===== src/rtl/ps2_scancode_decoder.sv =====
// ps2_scancode_decoder: turns PS/2 set-2 byte stream into key events buffered in a FIFO
module ps2_scancode_decoder #(
   parameter int FIFO_DEPTH = 8
) (
   input  logic       clk_i,
   input  logic       reset_i,
   input  logic [7:0] data_i,
   input  logic       valid_i,
   output logic [7:0] key_code_o,
   output logic       extended_o,
   output logic       break_o,
   output logic       valid_o,
   input  logic       ready_i,
   output logic       overflow_o
);
   localparam int AW = (FIFO_DEPTH > 1) ? $clog2(FIFO_DEPTH) : 1;
   localparam int CW = AW + 1;
   typedef enum logic [1:0] {IDLE, EXT, BRK, EXT_BRK} state_t;
   state_t         state_q, state_d;
   logic           emit, is_ctrl, in_ext, in_brk, pop, full, do_push;
   logic [9:0]     mem_q [FIFO_DEPTH];
   logic [AW-1:0]  rd_q, wr_q;
   logic [CW-1:0]  cnt_q;
   logic           ovf_q;
   // prefix decoding: E0/F0 accumulate, control bytes abort, anything else emits
   always_comb begin
      is_ctrl = data_i inside {8'h00, 8'hAA, 8'hEE, 8'hFA, 8'hFC, 8'hFD, 8'hFE, 8'hFF, 8'hE1};
      in_ext  = (state_q == EXT) || (state_q == EXT_BRK);
      in_brk  = (state_q == BRK) || (state_q == EXT_BRK);
      state_d = state_q;
      emit    = 1'b0;
      if (valid_i) begin
         if (is_ctrl)
            state_d = IDLE;
         else if (data_i == 8'hE0)
            state_d = in_brk ? EXT_BRK : EXT;
         else if (data_i == 8'hF0)
            state_d = in_ext ? EXT_BRK : BRK;
         else begin
            state_d = IDLE;
            emit    = 1'b1;
         end
      end
   end
   // decoder state register
   always_ff @(posedge clk_i) begin
      state_q <= reset_i ? IDLE : state_d;
   end
   assign valid_o = cnt_q != '0;
   assign full    = cnt_q == CW'(FIFO_DEPTH);
   assign pop     = valid_o && ready_i;
   assign do_push = emit && (!full || pop);
   // FIFO bookkeeping; a push into a full FIFO without a pop is dropped and latched as overflow
   always_ff @(posedge clk_i) begin
      if (reset_i) begin
         rd_q  <= '0;
         wr_q  <= '0;
         cnt_q <= '0;
         ovf_q <= 1'b0;
      end else begin
         rd_q  <= pop ? rd_q + 1'b1 : rd_q;
         wr_q  <= do_push ? wr_q + 1'b1 : wr_q;
         cnt_q <= cnt_q + CW'(do_push) - CW'(pop);
         ovf_q <= ovf_q || (emit && full && !pop);
      end
   end
   // event storage, no reset needed since the head is masked while empty
   always_ff @(posedge clk_i) begin
      if (do_push && !reset_i)
         mem_q[wr_q] <= {in_ext, in_brk, data_i};
   end
   assign {extended_o, break_o, key_code_o} = valid_o ? mem_q[rd_q] : 10'h000;
   assign overflow_o = ovf_q;
endmodule


===== config.mk =====
export PLATFORM = sky130hd
export DESIGN_NAME = ps2_scancode_decoder
export DESIGN_NICKNAME = d
export VERILOG_FILES = /design/src/rtl/ps2_scancode_decoder.sv
export SDC_FILE = /design/constraint.sdc
export NUM_CORES = 1
export LEC_CHECK = 0
export BUFFER_PORTS_ARGS = -buffer_cell sky130_fd_sc_hd__buf_2
export CAP_MARGIN = 10
export CORE_AREA = 2 2 118 120
export CTS_CLUSTER_DIAMETER = 30
export DETAILED_ROUTE_END_ITERATION = 8
export DIE_AREA = 0 0 120 122
export MAX_ROUTING_LAYER = met4
export SLEW_MARGIN = 15
export SYNTH_ARGS = -nofsm -noshare
export SYNTH_HDL_FRONTEND = slang
export SYNTH_SLANG_ARGS = --single-unit

===== constraint.sdc =====
create_clock -name clk_i -period 2.9 [get_ports clk_i]
set_input_delay 0.29 -clock clk_i [delete_from_list [all_inputs] [get_ports clk_i]]
set_output_delay 0.29 -clock clk_i [all_outputs]
set_load 0.01 [all_outputs]

* After elaboration in Yosys (flattened, before gate mapping)
Memory sizes are Yosys's and may differ from the RTL's. A register that Yosys moved wholly into a read port is not among the register bits. Cells that the tools add are included.
Storage, ports and cells: logic and storage cells 53, output and inout bits 12, bits in writable memories 80, memories kept 1, register bits after elaboration 13
Memories:
- mem_q | depth 8, width 10, rd ports 1, clocked after memory_dff 1, wr ports 1, line 21 | logic [9:0] mem_q [FIFO_DEPTH];
Operators by class: mux-type cells 14, $add $sub $neg 4, reduce and logical (&&, ||, !) cells 15, equal/unequal tests 14
Operators with widths (count):
- == test 8 bit, second input constant | 10
- two-way mux 10 bit | 1
- nonzero test 9 bit | 1
- zero test 8 bit | 1
- two-way mux 2 bit | 4
- two-way mux 1 bit | 7
- adder 3 x 1 -> 3 bit, second input constant | 2
- two-way mux 3 bit | 2
- logical AND 1 bit | 5
- adder 4 x 1 -> 4 bit | 1
- == test 2 bit, second input constant | 2
- == test 4 bit, second input constant | 1
- logical OR 1 bit | 4
- nonzero test 4 bit | 1
- subtractor 4 x 1 -> 4 bit | 1
- zero test 1 bit | 3
- == test 2 x 1 -> 1 bit, second input constant | 1

* Depth between registers and ports, before layout
Gate-level depths: netlist (run 1).
depth in word-level cells 9, gate-level depth with buffers 13

* Worst setup path before layout (run 1)
Ideal clock, no wire load.
kind register to register, start point register cnt_q[2], end point memory mem_q[5][0], enable pin, stages on the path, launching flop included 8, required time 2.493 ns, slack 0.318 ns, data arrival time 2.174 ns, buffers on the path 0, cell sequence dfxtp_1 > inv_1 > ha_1 > nand2b_1 > nand3_1 > nand3_1 > nor2_2 > nor4b_1
Between the ends: cells in the longest elaborated chain, start to end 7
RTL lines:
- start, declared | line 23 | logic [CW-1:0] cnt_q;
- start signal, assigned | line 63 | cnt_q <= cnt_q + CW'(do_push) - CW'(pop);
- == test 4 bit or nonzero test 4 bit (tied branches) | line 50, 49
- zero test 1 bit or logical AND 1 bit (tied branches) | line 52, 51
- logical OR 1 bit * | line 52 | assign do_push = emit && (!full || pop);
- logical AND 1 bit * | line 52
- logical AND 1 bit * | line 69 | if (do_push && !reset_i)
- two-way mux 1 bit * | line 69
- two-way mux 1 bit (not written as such) * | line 70 | mem_q[wr_q] <= {in_ext, in_brk, data_i};
- end, declared | line 21
Mark *: on every way between the ends. The rest lies on a longest branch, timed or not.

==> results of run 1 <==
layer usage:
metal  GRT usage [%]  up-vias  share of wire, %
met5               -        -                 0
met4            3.90        0               1.3
met3            2.95        7               4.7
met2            17.9       46                48
met1            14.6     1028                46
li1                -      990                 -
power breakdown:
part / internal, mW / total [mW] / switching, mW
registers: 1.57 / 1.63 / 0.0541
clock network: 0.659 / 1.11 / 0.450
logic: 0.449 / 0.927 / 0.478
cells by family after synthesis:
kind of cell | Yosys count | synth area share (%)
AOI/OAI and AO/OA | 17 | 2.60
muxes | 31 | 14.4
DFF | 96 | 69.1
and+or+nand+nor | 56 | 7.62
buffers and inverters | 24 | 2.35
adders and majority gates | 9 | 3.05
xor gates and xnor gates | 4 | 0.890
layout by cell type, fill, tap and decap left out, types with 7 or more instances in the layout:
master,Yosys,layout
sky130_fd_sc_hd__dfxtp_1,16,16
sky130_fd_sc_hd__ha_1,8,8
sky130_fd_sc_hd__a21oi_1,8,8
sky130_fd_sc_hd__mux4_2,20,20
sky130_fd_sc_hd__clkbuf_16,0,9
sky130_fd_sc_hd__buf_4,0,17
sky130_fd_sc_hd__edfxtp_1,80,80
sky130_fd_sc_hd__inv_1,14,14
sky130_fd_sc_hd__buf_2,2,23
sky130_fd_sc_hd__nor2_1,21,21
sky130_fd_sc_hd__nand3_1,7,7
sky130_fd_sc_hd__mux2i_1,10,10
worst register-to-register path, stage by stage (launching register included):
cell	delay, ns
sky130_fd_sc_hd__dfxtp_1	0.30
sky130_fd_sc_hd__inv_1	0.06
sky130_fd_sc_hd__ha_1	0.20
sky130_fd_sc_hd__and2_1	0.15
sky130_fd_sc_hd__inv_1	0.10
sky130_fd_sc_hd__nand2_1	0.11
sky130_fd_sc_hd__inv_1	0.07
sky130_fd_sc_hd__ha_1	0.19
sky130_fd_sc_hd__inv_1	0.06
sky130_fd_sc_hd__ha_1	0.27
sky130_fd_sc_hd__a21o_1	0.18
sky130_fd_sc_hd__a21oi_1	0.17
sky130_fd_sc_hd__xnor2_1	0.14
sky130_fd_sc_hd__nor2_1	0.06
registers in the layout, indices dropped and copies added (netlist names), named ones only:
register	count
overflow_o	1
cnt_q	4
wr_q	3
rd_q	3
state_q	2
mem_q	80
synth_stat cells:
| library cell | count | area (um^2) |
|---|---|---|
| sky130_fd_sc_hd__mux2_4 | 1 | 15.0 |
| sky130_fd_sc_hd__a41oi_1 | 1 | 8.76 |
| sky130_fd_sc_hd__nor4b_2 | 1 | 15.0 |
| sky130_fd_sc_hd__clkbuf_1 | 7 | 26.3 |
| sky130_fd_sc_hd__mux4_2 | 20 | 450 |
| sky130_fd_sc_hd__dfxtp_1 | 16 | 320 |
| sky130_fd_sc_hd__and4_1 | 1 | 8.76 |
| sky130_fd_sc_hd__mux2i_1 | 10 | 100 |
| sky130_fd_sc_hd__and3_4 | 2 | 22.5 |
| sky130_fd_sc_hd__and2_1 | 1 | 6.26 |
| sky130_fd_sc_hd__inv_1 | 14 | 52.6 |
| sky130_fd_sc_hd__nor2_2 | 1 | 6.26 |
| sky130_fd_sc_hd__or3_1 | 1 | 6.26 |
| sky130_fd_sc_hd__a21oi_1 | 8 | 40.0 |
| sky130_fd_sc_hd__nand2_1 | 4 | 15.0 |
| sky130_fd_sc_hd__nand3_1 | 7 | 35.0 |
| sky130_fd_sc_hd__o21ai_1 | 1 | 5.00 |
| sky130_fd_sc_hd__nor4_1 | 3 | 18.8 |
| sky130_fd_sc_hd__nand2b_1 | 3 | 18.8 |
| sky130_fd_sc_hd__fa_1 | 1 | 20.0 |
| sky130_fd_sc_hd__nor2b_1 | 3 | 18.8 |
| sky130_fd_sc_hd__a32oi_1 | 1 | 8.76 |
| sky130_fd_sc_hd__xnor2_1 | 1 | 8.76 |
| sky130_fd_sc_hd__ha_1 | 8 | 100 |
| sky130_fd_sc_hd__o211ai_1 | 1 | 7.51 |
| sky130_fd_sc_hd__nor2_1 | 21 | 78.8 |
| sky130_fd_sc_hd__xor2_1 | 3 | 26.3 |
| sky130_fd_sc_hd__nor3_1 | 4 | 20.0 |
| sky130_fd_sc_hd__edfxtp_1 | 80 | 2400 |
| sky130_fd_sc_hd__nor4b_1 | 2 | 17.5 |
| sky130_fd_sc_hd__buf_1 | 1 | 3.75 |
| sky130_fd_sc_hd__and3_1 | 2 | 12.5 |
| sky130_fd_sc_hd__a21o_1 | 3 | 22.5 |
| sky130_fd_sc_hd__buf_2 | 2 | 10.0 |
| sky130_fd_sc_hd__o21ai_0 | 2 | 10.0 |
metrics by stage:
step	power, mW	hold slack, ns	util (%)	instance area, um^2	setup slack, ns
final	3.66	0.259	34.5	4660	0.519
after global routing	3.88	0.281	34.5	4660	0.357
after CTS	3.71	0.254	34.5	4660	0.463
after global placement	2.60	0.435	32.4	4380	0.643
after detailed placement	2.61	0.442	32.4	4380	0.614
after floorplan	2.29	0.389	-	3940	0.318
area by class of cell:
cell class                      count  area (um^2)
Timing Repair Buffer               40          243
Multi-Input combinational cell    117         1140
Clock inverter                      4         46.3
Inverter                           14         52.6
Clock buffer                       11          233
Fill cell                        1268         8850
Tap cell                          180          225
Sequential cell                    96         2720
worst max path at each step:
stage	end	slack [ns]	depth (start not counted)
floorplan	mem_q[5][0]$_DFFE_PP_	0.32	7
global placement	mem_q[7][2]$_DFFE_PP_	0.64	7
detailed placement	mem_q[7][2]$_DFFE_PP_	0.61	7
CTS	key_code_o[7]	0.46	6
global route	key_code_o[6]	0.36	6
finish	key_code_o[7]	0.52	6
==> impl_table.tex, run 1 <==
\begin{tabular}{lr}
\hline
Metric & Value \\
\hline
\multicolumn{2}{l}{\textbf{Timing}} \\
Worst clock skew on the final layout & 0.00906 ns \\
Top achievable clock speed & 0.420 GHz \\
RSZ-0062 raised after global routing & false \\
Sum of negative setup slack & 0 ns \\
Number of endpoints failing setup at the final stage & 0 \\
Final critical-path required period & 2.38 ns \\
Max-slew violation total from the final report & 0 \\
Total count of hold-check failures in the final report & 0 \\
Least-Margin Pin Slew & 0.730 ns \\
Ratio of final minimum period to clock period & 82.1\% \\
Worst slew slack as a fraction of its limit & 51.3\% \\
\multicolumn{2}{l}{\textbf{GRT}} \\
Pin count of the biggest net entering global routing & 18 \\
Grt ovf & 0 \\
Antenna violations before repair & 0 \\
Via count of the first global-routing pass & 2137 \\
Wire length of the first global-routing pass & 12000 um \\
GRT Total Usage & 11.5\% \\
\multicolumn{2}{l}{\textbf{Min path}} \\
Min-delay worst type & input pin to flop \\
Hold\_sp & valid\_i \\
Endpoint of the worst hold-timing path & state\_q[1]\$\_SDFFE\_PP0P\_ \\
Worst hold path stage count & 3 \\
\multicolumn{2}{l}{\textbf{Worst setup path}} \\
Kind of critical path & flop to output port \\
R2r startpoint & cnt\_q[2]\$\_SDFF\_PP0\_ \\
Critical path arrival & 2.09 ns \\
Largest fanout on the critical path & 16 \\
Largest delay share family, worst path & buffers and inverters \\
Reg-to-reg setup timing slack & 0.73 ns \\
Cell seen most often among critical-path stages & sky130\_fd\_sc\_hd\_\_buf\_4 \\
Endpoint type of the worst setup path & output port \\
Data required time at the worst endpoint & 2.61 ns \\
Nature of the critical path startpoint & flop \\
Critical-path top delay cell & sky130\_fd\_sc\_hd\_\_mux4\_2 \\
Buffers plus inverters on the worst setup path & 3 \\
Cell chain of the critical path & buf\_4 > buf\_4 > mux4\_2 > mux2i\_1 > nor2\_1 > buf\_2 \\
Stage delay of the slowest cell on the critical path & 0.51 ns \\
Worst reg2reg path depth & 13 \\
Capturing point of the worst reg2reg path & cnt\_q[3]\$\_SDFF\_PP0\_ \\
\multicolumn{2}{l}{\textbf{Synth}} \\
Sequential-to-total area share from yosys stat & 69.1\% \\
Number of flip-flops and latches in the synthesized netlist & 96 \\
Post-synthesis instance total & 237 \\
Post-synthesis cell type count & 35 \\
Mapped Area & 0.00394 mm\^{}2 \\
Mean instance size in the synthesized netlist & 16.6 um\^{}2 \\
Yosys warns & 0 \\
Synth Net Count & 258 \\
\multicolumn{2}{l}{\textbf{Floorplanning}} \\
Placeable core area & 0.0135 mm\^{}2 \\
Num rows & 43 \\
Full die area & 0.0146 mm\^{}2 \\
I/O pin total & 24 \\
Initial Util & 29.2\% \\
Width of the chip & 120 um \\
Floorplan die height & 122 um \\
\multicolumn{2}{l}{\textbf{Drt}} \\
Number of search-and-repair iterations in the first detailed-routing pass & 4 \\
Total DRC errors in the routed layout & 0 \\
Final ANT Viol Nets & 0 \\
Average via count per standard cell & 4.48 \\
Routed vias & 2071 \\
Iteration-0 DRC count of the detailed router & 146 \\
Wire length after detailed routing & 7450 um \\
Average wire length per cell after detail routing & 16.1 um \\
\multicolumn{2}{l}{\textbf{CTS}} \\
Count of buffers added by post-CTS timing repair for setup & 0 \\
Number of clock buffers inserted by TritonCTS & 9 \\
Bufs on Longest Clock Path & 2 \\
Clock sink total & 96 \\
Clock network latency to the later pin of the worst-skew pair & 0.33 ns \\
Root Buffer Master & sky130\_fd\_sc\_hd\_\_clkbuf\_16 \\
Post-cts resize count & 0 \\
CTS tree & yes \\
Hold buffer count at cts & 0 \\
H-Tree Depth & 3 \\
Clock slew at the register clock pins of the worst setup and hold paths & 0.06 ns \\
\multicolumn{2}{l}{\textbf{Place}} \\
HPWL reported at the end of detailed placement & 5090 um \\
Number of buffers added on ports & 23 \\
Routability Congestion & 0.844 \\
Placed instance count & 447 \\
\multicolumn{2}{l}{\textbf{Cells and area}} \\
Number of non-filler instances in the completed layout & 462 \\
Post-layout net count & 299 \\
Antenna Cells & 0 \\
Share of final-layout standard cells stronger than drive strength 1 & 28.0\% \\
Relative area change from synthesis to final layout & 18.3\% \\
\multicolumn{2}{l}{\textbf{Status}} \\
Result of the run & completed \\
\multicolumn{2}{l}{\textbf{Run}} \\
Number of max-capacitance violations reported & 0 \\
\multicolumn{2}{l}{\textbf{Power and ir drop}} \\
Maximum resistive drop on vdd & 0.314 mV \\
Power per unit of standard cell area & 786 mW/mm\^{}2 \\
Lkg Pwr & 1.58 nW \\
\hline
\end{tabular}
Note: power is estimated with default switching activity, not from simulation.
==> run 2, diff against run 1 <==
- clock period: 2.9 -> 2 ns (I/O delays scaled with it)
==> run 2 against run 1 <==
Effect of this change:
- global-route usage increased by 0.77 points
- sequential cell count stayed put
- largest cell class unchanged
- critical endpoint is now key_code_o[4]
- combinational power is 95% higher
- first-iteration DRC count shrank 2.7%
- clock-buffer cell count is 1 lower
- die area unchanged
- highest routed layer unchanged
- power increased by 61%
==> impl_table.tex, run 2 (same netlist as run 1, synthesis figures left out) <==
\begin{tabular}{lr}
\hline
Metric & Value \\
\hline
\multicolumn{2}{l}{\textbf{Cells and area}} \\
Number of non-filler instances in the completed layout & 485 \\
Post-layout net count & 321 \\
Most common cell after layout, fill and taps aside & sky130\_fd\_sc\_hd\_\_edfxtp\_1 \\
Max FFs per register & 80 \\
Registers with the most flip-flops & mem\_q (80), cnt\_q (4) \\
Commonest non-fill, non-tap cells in the layout & 80 x sky130\_fd\_sc\_hd\_\_edfxtp\_1, 31 x sky130\_fd\_sc\_hd\_\_buf\_4, 23 x sky130\_fd\_sc\_hd\_\_buf\_2, 20 x sky130\_fd\_sc\_hd\_\_mux4\_2, 20 x sky130\_fd\_sc\_hd\_\_nor2\_1 \\
Relative area change from synthesis to final layout & 28.7\% \\
Antenna Cells & 0 \\
Top reg by flops & mem\_q \\
Share of final-layout standard cells stronger than drive strength 1 & 41.3\% \\
\multicolumn{2}{l}{\textbf{Power and ir drop}} \\
Power per unit of standard cell area & 1160 mW/mm\^{}2 \\
Switching share of power & 28.2\% \\
Combinational Power Share & 30.8\% \\
Lkg Pwr & 1.75 nW \\
Clk network pwr share & 28.8\% \\
Net switching power & 1.66 mW \\
Flop pwr share & 40.4\% \\
Maximum resistive drop on vdd & 0.783 mV \\
Internal cell power & 4.22 mW \\
\multicolumn{2}{l}{\textbf{Worst setup path}} \\
Worst reg2reg path depth & 9 \\
Critical path arrival & 1.80 ns \\
Capturing point of the worst reg2reg path & mem\_q[3][6]\$\_DFFE\_PP\_ \\
Nature of the critical path startpoint & flop \\
Largest fanout on the critical path & 5 \\
Kind of critical path & flop to output port \\
Endpoint type of the worst setup path & output port \\
R2r startpoint & cnt\_q[3]\$\_SDFF\_PP0\_ \\
Reg-to-reg setup timing slack & 0.09 ns \\
Data required time at the worst endpoint & 1.80 ns \\
\multicolumn{2}{l}{\textbf{Place}} \\
Placed instance count & 464 \\
Routability Congestion & 0.806 \\
Pre-CTS worst setup slack & -0.133 ns \\
Number of buffers added on ports & 23 \\
HPWL reported at the end of detailed placement & 5480 um \\
\multicolumn{2}{l}{\textbf{GRT}} \\
GRT Total Usage & 12.2\% \\
Grt ovf & 0 \\
Antenna violations before repair & 0 \\
Pin count of the biggest net entering global routing & 21 \\
Via count of the first global-routing pass & 2285 \\
Wire length of the first global-routing pass & 12800 um \\
\multicolumn{2}{l}{\textbf{Timing}} \\
Number of endpoints failing setup at the final stage & 0 \\
Worst clock skew on the final layout & 0.00914 ns \\
Final critical-path required period & 2.00 ns \\
Top achievable clock speed & 0.500 GHz \\
Max-slew violation total from the final report & 0 \\
Worst slew slack as a fraction of its limit & 76.2\% \\
Worst setup margin & 0.00000289 ns \\
Ratio of final minimum period to clock period & 100\% \\
Least-Margin Pin Slew & 0.356 ns \\
RSZ-0062 raised after global routing & true \\
Total count of hold-check failures in the final report & 0 \\
\multicolumn{2}{l}{\textbf{Floorplanning}} \\
Full die area & 0.0146 mm\^{}2 \\
Initial Util & 29.2\% \\
Floorplan die height & 122 um \\
Num rows & 43 \\
Width of the chip & 120 um \\
Placeable core area & 0.0135 mm\^{}2 \\
I/O pin total & 24 \\
\multicolumn{2}{l}{\textbf{CTS}} \\
H-Tree Depth & 3 \\
Root Buffer Master & sky130\_fd\_sc\_hd\_\_clkbuf\_16 \\
Bufs on Longest Clock Path & 2 \\
Clock sink total & 96 \\
Clock network latency to the later pin of the worst-skew pair & 0.33 ns \\
Clock slew at the register clock pins of the worst setup and hold paths & 0.06 ns \\
Number of clock buffers inserted by TritonCTS & 9 \\
CTS tree & yes \\
\multicolumn{2}{l}{\textbf{Drt}} \\
Average via count per standard cell & 4.52 \\
Average wire length per cell after detail routing & 17.3 um \\
Iteration-0 DRC count of the detailed router & 142 \\
Final ANT Viol Nets & 0 \\
Routed vias & 2191 \\
Total DRC errors in the routed layout & 0 \\
Number of search-and-repair iterations in the first detailed-routing pass & 4 \\
Wire length after detailed routing & 8390 um \\
\multicolumn{2}{l}{\textbf{Min path}} \\
Hold\_sp & data\_i[0] \\
Endpoint of the worst hold-timing path & mem\_q[3][0]\$\_DFFE\_PP\_ \\
Worst hold path stage count & 1 \\
Min-delay worst type & input pin to flop \\
\multicolumn{2}{l}{\textbf{Run}} \\
Number of max-capacitance violations reported & 0 \\
\multicolumn{2}{l}{\textbf{Status}} \\
Result of the run & completed \\
\hline
\end{tabular}
run 2: cell types whose count changed in the layout (fill, tap and decap cells not counted), moves of 2 or more:
cell and delta:
sky130_fd_sc_hd__nor2_4 +2, sky130_fd_sc_hd__inv_2 +5, sky130_fd_sc_hd__nand3_4 +2, sky130_fd_sc_hd__buf_12 +3
sky130_fd_sc_hd__inv_1 -6, sky130_fd_sc_hd__buf_6 +3, sky130_fd_sc_hd__dfxtp_1 -3, sky130_fd_sc_hd__ha_1 -4
sky130_fd_sc_hd__ha_4 +4, sky130_fd_sc_hd__buf_4 +14, sky130_fd_sc_hd__nand3_1 -2, sky130_fd_sc_hd__dfxtp_2 +2
run 2: critical path, cell delays in order (launching register included):
cell and delay [ns]:
sky130_fd_sc_hd__dfxtp_4 0.42, sky130_fd_sc_hd__buf_12 0.15, sky130_fd_sc_hd__mux4_2 0.50, sky130_fd_sc_hd__mux2i_1 0.20
sky130_fd_sc_hd__nor2_1 0.06, sky130_fd_sc_hd__buf_2 0.14
run 2: power groups by stage:
stage | registers (mW) | logic, mW | clock network [mW]
CTS | 2.36 | 1.63 | 1.74
floorplan | 2.37 | 1.00 | 0
detailed placement | 2.38 | 1.55 | 0
global route | 2.38 | 2.02 | 1.80
global placement | 2.37 | 1.53 | 0
finish | 2.37 | 1.81 | 1.69
run 2: how the worst max path moves through the flow:
| stage | start | end | slack (ns) | cells past startpoint |
|---|---|---|---|---|
| 2_1_floorplan | cnt_q[2]$_SDFF_PP0_ | mem_q[2][0]$_DFFE_PP_ | -0.21 | 7 |
| 3_3_place_gp | data_i[1] | mem_q[4][5]$_DFFE_PP_ | -0.14 | 8 |
| 3_5_place_dp | data_i[1] | mem_q[4][0]$_DFFE_PP_ | -0.13 | 8 |
| 4_1_cts | flop | key_code_o[4] | -0.04 | 5 |
| 5_1_grt | flop | key_code_o[4] | -0.08 | 5 |
| 6_report | flop | key_code_o[4] | 0.000003 | 5 |
run 2: metrics by stage:
step / hold slack [ns] / utilization [%] / area, um^2 / setup TNS [ns] / power [mW]
6_report: 0.166 / 37.5 / 5070 / 0 / 5.88
5_1_grt: 0.161 / 37.5 / 5070 / -0.576 / 6.20
4_1_cts: 0.154 / 36.3 / 4900 / -0.0710 / 5.72
3_5_place_dp: 0.434 / 33.8 / 4560 / -3.28 / 3.93
3_3_place_gp: 0.434 / 33.8 / 4560 / -1.98 / 3.90
2_1_floorplan: 0.299 / - / 3970 / -7.58 / 3.37
run 2: per-layer routing:
layer / vias to the layer above / wire, um / track usage (%)
met3: 7 / 274 / 2.86
li1: 1041 / - / -
met1: 1108 / 3790 / 15.3
met5: - / 0 / -
met4: 0 / 61 / 3.09
met2: 35 / 4270 / 20.1
run 2: cell type report:
cell class                 count  area [um^2]
clock buffer                  10          229
clock inverter                 6         67.6
fill                        1246         8440
inverter                      14         55.1
multi-input combinational    117         1270
sequential                    96         2730
tap                          180          225
timing repair buffer          62          494
run 2: repair_timing:
| item | 4_1_cts | 5_1_grt |
|---|---|---|
| hold endpoints to repair | 0 | 0 |
| setup buffers | 1 | 1 |
| endpoints found under the setup margin | 9 | 52 |
| resized for setup | 6 | 28 |
| hold buffers | 0 | 0 |
| pin swaps | 0 | 5 |
| cloned | 1 | 2 |
